<file path="src/rtl/present_sbox_serial_pkg.sv">
// present_sbox_serial_pkg
//   Shared types and tables for the serial PRESENT S-box layer.
//   - state_e : controller states
//   - SBOX    : forward 4-bit S-box, entry n at bits [4n+3:4n]
//   - SBOX_INV: inverse table, present only with PRESENT_INV_SBOX_EN
//   - sbox4() : single-nibble lookup
//   Optional feature macro: PRESENT_INV_SBOX_EN
package present_sbox_serial_pkg;

   typedef enum logic [1:0] {IDLE, BUSY, DONE} state_e;

   // Forward S-box, x=0..F -> C 5 6 B 9 0 A D 3 E F 8 4 7 1 2 (x=0 in the LSBs)
   localparam logic [63:0] SBOX = 64'h21748FE3DA09B65C;

`ifdef PRESENT_INV_SBOX_EN
   // Inverse S-box, x=0..F -> 5 E F 8 C 1 2 D B 4 6 3 0 7 9 A
   localparam logic [63:0] SBOX_INV = 64'hA970364BD21C8FE5;

   function automatic logic [3:0] sbox4(input logic [3:0] nib, input logic inv);
      return inv ? SBOX_INV[{nib, 2'b00} +: 4] : SBOX[{nib, 2'b00} +: 4];
   endfunction
`else
   function automatic logic [3:0] sbox4(input logic [3:0] nib);
      return SBOX[{nib, 2'b00} +: 4];
   endfunction
`endif

endpackage

</file>
<file path="src/rtl/present_sbox_serial_if.sv">
// present_sbox_serial_if
//   Input and output valid/ready channels of the serial S-box layer.
//   master: producer/consumer side (testbench or round datapath)
//   slave : the S-box layer itself
//   Signals: in_valid, in_ready, state_in, out_valid, out_ready, state_out
interface present_sbox_serial_if #(
   parameter int STATE_W = 64
);
   logic               in_valid;
   logic               in_ready;
   logic [STATE_W-1:0] state_in;
   logic               out_valid;
   logic               out_ready;
   logic [STATE_W-1:0] state_out;

   modport master (
      output in_valid, state_in, out_ready,
      input  in_ready, out_valid, state_out
   );

   modport slave (
      input  in_valid, state_in, out_ready,
      output in_ready, out_valid, state_out
   );
endinterface

</file>
<file path="src/rtl/present_sbox_serial_sbox4.sv">
// present_sbox_serial_sbox4
//   Combinational single-nibble PRESENT S-box.
//   nib_i : nibble in
//   inv_i : 1 = inverse table (only with PRESENT_INV_SBOX_EN)
//   nib_o : substituted nibble
module present_sbox_serial_sbox4
   import present_sbox_serial_pkg::*;
(
   input  logic [3:0] nib_i,
`ifdef PRESENT_INV_SBOX_EN
   input  logic       inv_i,
`endif
   output logic [3:0] nib_o
);

`ifdef PRESENT_INV_SBOX_EN
   assign nib_o = sbox4(nib_i, inv_i);
`else
   assign nib_o = sbox4(nib_i);
`endif

endmodule

</file>
<file path="src/rtl/present_sbox_serial.sv">
// present_sbox_serial
//   Serial PRESENT S-box layer: LANES nibbles substituted per cycle through a
//   rotating shift register, NCYC = STATE_W/(4*LANES) cycles per state.
//   clk   : clock, rising edge
//   rst_n : asynchronous active-low reset
//   inv   : inverse S-box select, sampled on accept (only with PRESENT_INV_SBOX_EN)
//   bus   : input/output valid/ready channels (slave modport)
//   busy  : substitution in progress
//
//   state | meaning
//   IDLE  | waiting for a state, in_ready=1
//   BUSY  | rotating and substituting LANES nibbles per cycle
//   DONE  | result presented, out_valid=1 until out_ready
module present_sbox_serial
   import present_sbox_serial_pkg::*;
#(
   parameter int STATE_W = 64,
   parameter int LANES   = 4
) (
   input  logic                      clk,
   input  logic                      rst_n,
`ifdef PRESENT_INV_SBOX_EN
   input  logic                      inv,
`endif
   present_sbox_serial_if.slave      bus,
   output logic                      busy
);

   localparam int LW    = 4 * LANES;
   localparam int NCYC  = STATE_W / LW;
   localparam int CNT_W = (NCYC > 1) ? $clog2(NCYC) : 1;

   state_e             state_q;
   logic [CNT_W-1:0]   cnt_q;
   logic [STATE_W-1:0] shift_q;
   logic [STATE_W-1:0] shift_d;
   logic [LW-1:0]      lane_out;
   logic               out_valid_q;
   logic               busy_q;
   logic               in_ready;
   logic               accept;
`ifdef PRESENT_INV_SBOX_EN
   logic               inv_q;
`endif

   for (genvar k = 0; k < LANES; k++) begin : g_lane
      present_sbox_serial_sbox4 u_sbox (
         .nib_i (shift_q[4*k +: 4]),
`ifdef PRESENT_INV_SBOX_EN
         .inv_i (inv_q),
`endif
         .nib_o (lane_out[4*k +: 4])
      );
   end

   // Substituted low chunk re-enters at the top, so after NCYC steps every
   // nibble is back where it started.
   if (NCYC == 1) begin : g_one
      assign shift_d = lane_out;
   end else begin : g_rot
      assign shift_d = {lane_out, shift_q[STATE_W-1:LW]};
   end

   assign in_ready      = (state_q == IDLE) | ((state_q == DONE) & bus.out_ready);
   assign accept        = bus.in_valid & in_ready;
   assign bus.in_ready  = in_ready;
   assign bus.out_valid = out_valid_q;
   assign bus.state_out = shift_q;
   assign busy          = busy_q;

   always_ff @(posedge clk or negedge rst_n) begin
      if (!rst_n) begin
         state_q     <= IDLE;
         cnt_q       <= '0;
         shift_q     <= '0;
         out_valid_q <= 1'b0;
         busy_q      <= 1'b0;
`ifdef PRESENT_INV_SBOX_EN
         inv_q       <= 1'b0;
`endif
      end else if (accept) begin
         // Covers both IDLE and the DONE->BUSY no-bubble path.
         state_q     <= BUSY;
         cnt_q       <= '0;
         shift_q     <= bus.state_in;
         out_valid_q <= 1'b0;
         busy_q      <= 1'b1;
`ifdef PRESENT_INV_SBOX_EN
         inv_q       <= inv;
`endif
      end else begin
         case (state_q)
            BUSY: begin
               shift_q <= shift_d;
               cnt_q   <= cnt_q + 1'b1;
               if (cnt_q == CNT_W'(NCYC - 1)) begin
                  state_q     <= DONE;
                  busy_q      <= 1'b0;
                  out_valid_q <= 1'b1;
               end
            end
            DONE: begin
               if (bus.out_ready) begin
                  state_q     <= IDLE;
                  out_valid_q <= 1'b0;
               end
            end
            default: ;
         endcase
      end
   end

endmodule

</file>
<file path="src/flat_wrapper.sv">
// flat-port wrapper written by rule: the top's interface ports become plain ports
module present_sbox_serial_flat import present_sbox_serial_pkg::*;
#(
   parameter int STATE_W = 64,
   parameter int LANES   = 4
)
  (clk, rst_n, busy, bus_in_valid, bus_state_in, bus_out_ready, bus_in_ready, bus_out_valid, bus_state_out);
  present_sbox_serial_if #(.STATE_W(STATE_W)) bus_i ();
  input  logic clk;
  input  logic rst_n;
  output logic busy;
  input wire logic [$bits(bus_i.in_valid)-1:0] bus_in_valid;
  input wire logic [$bits(bus_i.state_in)-1:0] bus_state_in;
  input wire logic [$bits(bus_i.out_ready)-1:0] bus_out_ready;
  output wire logic [$bits(bus_i.in_ready)-1:0] bus_in_ready;
  output wire logic [$bits(bus_i.out_valid)-1:0] bus_out_valid;
  output wire logic [$bits(bus_i.state_out)-1:0] bus_state_out;
  assign bus_i.in_valid = bus_in_valid;
  assign bus_i.state_in = bus_state_in;
  assign bus_i.out_ready = bus_out_ready;
  assign bus_in_ready = bus_i.in_ready;
  assign bus_out_valid = bus_i.out_valid;
  assign bus_state_out = bus_i.state_out;
  present_sbox_serial #(.STATE_W(STATE_W), .LANES(LANES)) u_core (.clk(clk), .rst_n(rst_n), .bus(bus_i), .busy(busy));
endmodule
</file>
<file path="config.mk">
export PLATFORM = sky130hd
export DESIGN_NAME = present_sbox_serial_flat
export DESIGN_NICKNAME = d
export VERILOG_FILES = /design/src/rtl/present_sbox_serial_pkg.sv /design/src/rtl/present_sbox_serial_if.sv /design/src/rtl/present_sbox_serial_sbox4.sv /design/src/rtl/present_sbox_serial.sv /design/src/flat_wrapper.sv
export SDC_FILE = /design/constraint.sdc
export NUM_CORES = 1
export LEC_CHECK = 0
export ABC_AREA = 1
export CAP_MARGIN = 20
export CORE_ASPECT_RATIO = 0.75
export CORE_MARGIN = 2
export CORE_UTILIZATION = 46
export CTS_CLUSTER_DIAMETER = 60
export DETAILED_ROUTE_END_ITERATION = 10
export PLACE_DENSITY_LB_ADDON = 0.25
export SYNTH_ARGS = -nofsm -noshare
export SYNTH_HDL_FRONTEND = slang
export SYNTH_SLANG_ARGS = --single-unit
export TNS_END_PERCENT = 1
</file>
<file path="constraint.sdc">
create_clock -name clk -period 1.6 [get_ports clk]
set_input_delay 0.32 -clock clk [delete_from_list [all_inputs] [get_ports clk]]
set_output_delay 0.32 -clock clk [all_outputs]
set_load 0.05 [all_outputs]
</file>
* Word level (Yosys, flattened, before mapping)
Cells that the tools add are included.
** Word-level totals
- Output and inout bits :: 67
- Input bits :: 68
- Register bits :: 70
- Logic and storage cells :: 39
** Cells by class
- Shift-type cells :: 4
- Bitwise operators :: 3
- Add/sub/neg operators :: 1
- Reduce and logical (&&, ||, !) cells :: 6
- Muxes and demuxes :: 15
- Equality and inequality tests :: 5
** Operators by type and width (number)
- $shiftx 64x7->4 const A :: 4
- $mux 64 :: 2
- $mux 2 :: 5
- $mux 1 :: 6
- $eq 2x2->1 const B :: 2
- $pmux 2 s2 :: 1
- $reduce_bool 2->1 :: 2
- $ne 3x1->1 const B :: 1
- $ne 3x2->1 const B :: 1
- $reduce_and 3->1 :: 1
- $reduce_bool 3->1 :: 1
- $add 2x1->2 const B :: 1
- $and 1x1->1 :: 2
- $eq 2x1->1 const B :: 1
- $logic_not 2->1 :: 1
- $pmux 1 s2 :: 1
- $reduce_and 2->1 :: 1
- $or 1x1->1 :: 1

* Depth between registers and ports, before layout
- Depth in word-level cells :: 6
- Depth in mapped cells :: 12

* By module
From an unflattened synthesis, not the netlist that was laid out.
** Second synthesis, totals
- Cells, all modules :: 746
- Area total of the unflattened synthesis :: 4874.7 sq um
** By module, submodules not included
- present_sbox_serial :: instances 1, cells an instance 590, sequential area each 1726.7 sq um, area each 4038.9 sq um
- present_sbox_serial_sbox4 :: instances 4, cells an instance 39, sequential area each 0.0 sq um, area each 209.0 sq um

* Worst setup path before layout
OpenSTA, ideal clock, no wires.
- Kind :: reg-to-reg
- Start :: register u_core.state_q[1]
- End :: register u_core.shift_q[56] (netlist: u_core.bus.state_out[56])
- Arrival time :: 1.954 ns
- Period minus slack after synthesis :: 2.071 ns
- Path buffers :: 2
- Required time :: 1.483 ns
- Library setup time :: 0.117 ns
- Stages on the path, launching flop included :: 13
- Slack :: -0.471 ns
- Cell sequence :: dfrtp_1 > inv_1 > ha_1 > inv_1 > nand2_2 > nand2_1 > buf_4 > inv_4 > buf_4 > nand2_1 > nand2_1 > inv_1 > nand2_1
** Between the ends
- Word-level cells in the longest chain between the ends :: 5
** RTL lines
- from (decl) :: RTL line present_sbox_serial.sv:33 : state_e state_q;
- from (signal assigned) :: RTL line present_sbox_serial.sv:73 : state_q <= IDLE;
- from (signal assigned) :: RTL line present_sbox_serial.sv:83 : state_q <= BUSY;
- from (signal assigned) :: RTL line present_sbox_serial.sv:97 : state_q <= DONE;
- $eq 2x2->1 :: RTL line present_sbox_serial.sv:64 : assign in_ready = (state_q == IDLE) | ((state_q == DONE) & bus.out_ready);
- $and 1x1->1 :: RTL line present_sbox_serial.sv:64
- $or 1x1->1 * :: RTL line present_sbox_serial.sv:64
- net bus_in_ready :: RTL line flat_wrapper.sv:15 : output wire logic [$bits(bus_i.in_ready)-1:0] bus_in_ready;
- $and 1x1->1 * :: RTL line present_sbox_serial.sv:65 : assign accept = bus.in_valid & in_ready;
- $mux 64 or $reduce_bool 2->1 (tied branches)
- to (signal assigned) :: RTL line present_sbox_serial.sv:85 : shift_q <= bus.state_in;
- to (signal assigned) :: RTL line present_sbox_serial.sv:94 : shift_q <= shift_d;
- to (decl) :: RTL line present_sbox_serial.sv:35 : logic [STATE_W-1:0] shift_q;
Mark *: on every way through the listed nets, which the timed path passes. The rest lies on a longest branch.
A chain may end at the register's enable or synchronous reset.

* Worst setup path after layout
- Start :: register u_core.state_q[1]
- End :: output port bus_in_ready
** Between the ends
- Word-level cells in the longest chain between the ends :: 3
** RTL lines (RTL line)
- $eq 2x2->1 :: present_sbox_serial.sv:64
- $and 1x1->1 :: present_sbox_serial.sv:64
- $or 1x1->1 * :: present_sbox_serial.sv:64
- to (decl) :: flat_wrapper.sv:15
Every way passes the cells marked *; elsewhere a longest branch is shown, timed or not.

==> flow_summary.yaml <==
logic_synthesis:
  post_synth_num_cell_types: 17
  syn_nets: 637
  synthArstFlopShare_pct: 100
  avgSynthCellArea_sq_um: 7.29
  synthFlopType: "dfrtp_1"
  synthMuxAreaShare_pct: 0
  synth_compound_area_share_pct: 3.18
  synthAdderAreaFrac_pct: 7.56
  synth_simple_gate_area_share_pct: 37.0
  synth_xor_area_share_pct: 0
  syn_inst: 545
  yosys_warnings: 0
  synth_top_family_by_area: "simple AND/OR/NAND/NOR gates"
  ys_ff_latch: 69
  ys_seq_area_share_pct: 43.5
  syn_area_sq_um: 3970
  synth_edf_count: 0
cts:
  cts_max_level: 3
  cts_root_buffer: "clkbuf_16"
  clock_sinks: 69
  cts_tree: "yes"
  numCtsBuffers: 9
  clock_path_buffers: 2
  clk_latency_ns: 0.33
  clk_pin_slew_ns: 0.06
layout:
  antenna_cells: 0
  final_common_cell: "nand2_1"
  fin_cells: 806
  final_nets: 785
  post-route-util_pct: 75.3
  mostFrequentLayoutCells: "nand2_1, nand3_1, dfrtp_1"
  fin_area_sq_um: 6340
  area_growth_pct: 59.5
  drive_gt1_share_pct: 18.1
placement:
  dp.cells: 789
  portBuffers: 134
  dp_hpwl_um: 8390
  routabilityCongestion: 0.811
  placed_area_sq_um: 5970
die:
  core_area_sq_um: 8420
  start_util_pct: 47.2
  dieArea_sq_um: 9410
  io_pins: 135
  fp.dieW_um: 111
  row_count: 29
  die_h_um: 84.5
setup_path:
  worstSetupEndpoint: "bus_in_ready"
  crit_type: "flip-flop to output port"
  end_kind: "output port"
  path_cells: "ha_4 > nand2_4 > nand2_8 > buf_12"
  slowest_delay_ns: 0.45
  rr_worst_depth: 7
  path_max_fanout: 5
  arrival_ns: 1.27
  reg2reg_slack_ns: 0.09
  worstReg2RegStart: "u_core.state_q[1]"
  reg2reg_to: "u_core.bus.state_out[60]"
  cpMaxStageDelayCell: "dfrtp_2"
  startpoint_type: "flip-flop"
  cp.required_ns: 1.28
  cp-startpoint: "u_core.state_q[1]"
grt:
  overflow: 0
  grt_pass1_wl_um: 19000
  grt_max_degree: 39
  grt_antenna_before_repair: 0
  grt_use_total_pct: 25.0
  grt_pass1_vias: 4031
detailed_routing:
  firstDrtPassIters: 4
  vias: 4051
  drc: 0
  avgRoutedWirePerCell_um: 13.9
  vias_per_cell: 5.03
  routed_wl_um: 11200
  antenna_left: 0
  drt_iter0_drc: 291
job:
  drv_cap: 0
timing:
  fin_hold_ws_ns: 0.466
  maxSlewViolCount: 0
  min_period_ns: 1.59
  max_freq_mhz: 628
  post-route-period-util_pct: 99.5
  worstMarginPinSlew_ns: 0.452
  hold_viol_final: 0
  setup_viol: 0
  skew_ns: 0.00693
  maxSlewHeadroom_pct: 69.9
  fin_setup_tns_ns: 0
  grt_setup_unrepaired: "yes"
power_and_ir_drop:
  p_leak_nw: 3.17
  power.density_nw_per_um2: 2600
  ir_drop_mv: 1.47
hold_path:
  hp-class: "primary input to async pin"
status:
  status: "completed"
[registers in the layout, summed over array words and instances, names as in the netlist]
| register | cells |
|---|---|
| u_core.busy | 1 |
| u_core.cnt_q | 2 |
| u_core.bus.state_out | 64 |
| u_core.state_q | 2 |
[metal layers]
| metal | wire length, um | global-route usage [%] | share of wire [%] | vias up |
|---|---|---|---|---|
| li1 | - | - | - | 1999 |
| met1 | 4940 | 33.3 | 44 | 1909 |
| met2 | 5360 | 40.7 | 48 | 133 |
| met3 | 837 | 8.45 | 7.5 | 10 |
| met4 | 78 | 4.60 | 0.70 | 0 |
| met5 | 0 | 0 | 0 | - |
[report_power, final]
part	total, mW	internal (mW)	switching [mW]
sequential	3.75	2.61	1.14
combinational	10.4	4.26	6.13
clock	2.35	1.61	0.738
[repair_timing]
action                     4_1_cts  5_1_grt
hold endpoints to repair        26        0
gates resized for setup          2        0
setup endpoints to repair        1        1
setup buffers                    1        0
hold buffers                     1        0
pin swaps                        2        0
[synth_stat cells, types with 2 or more instances]
master      n  area, sq um
buf_4       4         30.0
buf_2       9         45.0
inv_1      43          161
nor2_1      4         15.0
nand2_2     2         12.5
nand2_1   262          983
buf_6       8         90.1
ha_1       24          300
nand3_1    90          450
clkbuf_1    4         15.0
dfrtp_1    69         1730
o21ai_0    21          105
[critical path, delay by kind of cell (launching register included)]
family / cells / cell delay (ns)
adder cells (fa/ha/maj): 1 / 0.19
buffers and inverters: 1 / 0.15
flip-flops: 1 / 0.45
AND/OR/NAND/NOR: 2 / 0.16
[logic make-up after synthesis]
| group | count (synthesis) |
|---|---|
| AOI/OAI and AO/OA | 23 |
| buffers and inverters | 70 |
| adders and majority gates | 24 |
| DFF | 69 |
| and+or+nand+nor | 359 |
[final cells by class]
class,count,area [sq um]
Multi-Input combinational cell,406,1970
Inverter,45,179
Clock inverter,5,106
Timing Repair Buffer,162,1970
Clock buffer,11,253
Fill cell,616,2080
Tap cell,108,135
Sequential cell,69,1730
[worst min path at each step]
stage	from	endpoint	slack (ns)	depth (start not counted)
final	rst_n	u_core.bus.state_out[33]	0.47	2
after global routing	rst_n	u_core.bus.state_out[16]	0.49	2
after CTS	rst_n	u_core.bus.state_out[16]	0.46	2
after detailed placement	rst_n	u_core.bus.state_out[16]	0.26	1
after global placement	rst_n	u_core.bus.state_out[16]	0.26	1
after floorplan	rst_n	u_core.bus.state_out[0]	0.02	0
[through the flow]
| step | power (mW) | setup slack (ns) |
|---|---|---|
| 2_1_floorplan | 9.80 | -0.0530 |
| 3_3_place_gp | 13.8 | -0.0638 |
| 3_5_place_dp | 14.1 | -0.108 |
| 4_1_cts | 16.6 | -0.00187 |
| 5_1_grt | 17.5 | -0.0408 |
| 6_report | 16.5 | 0.00776 |
(Power assumes the default switching activity.)
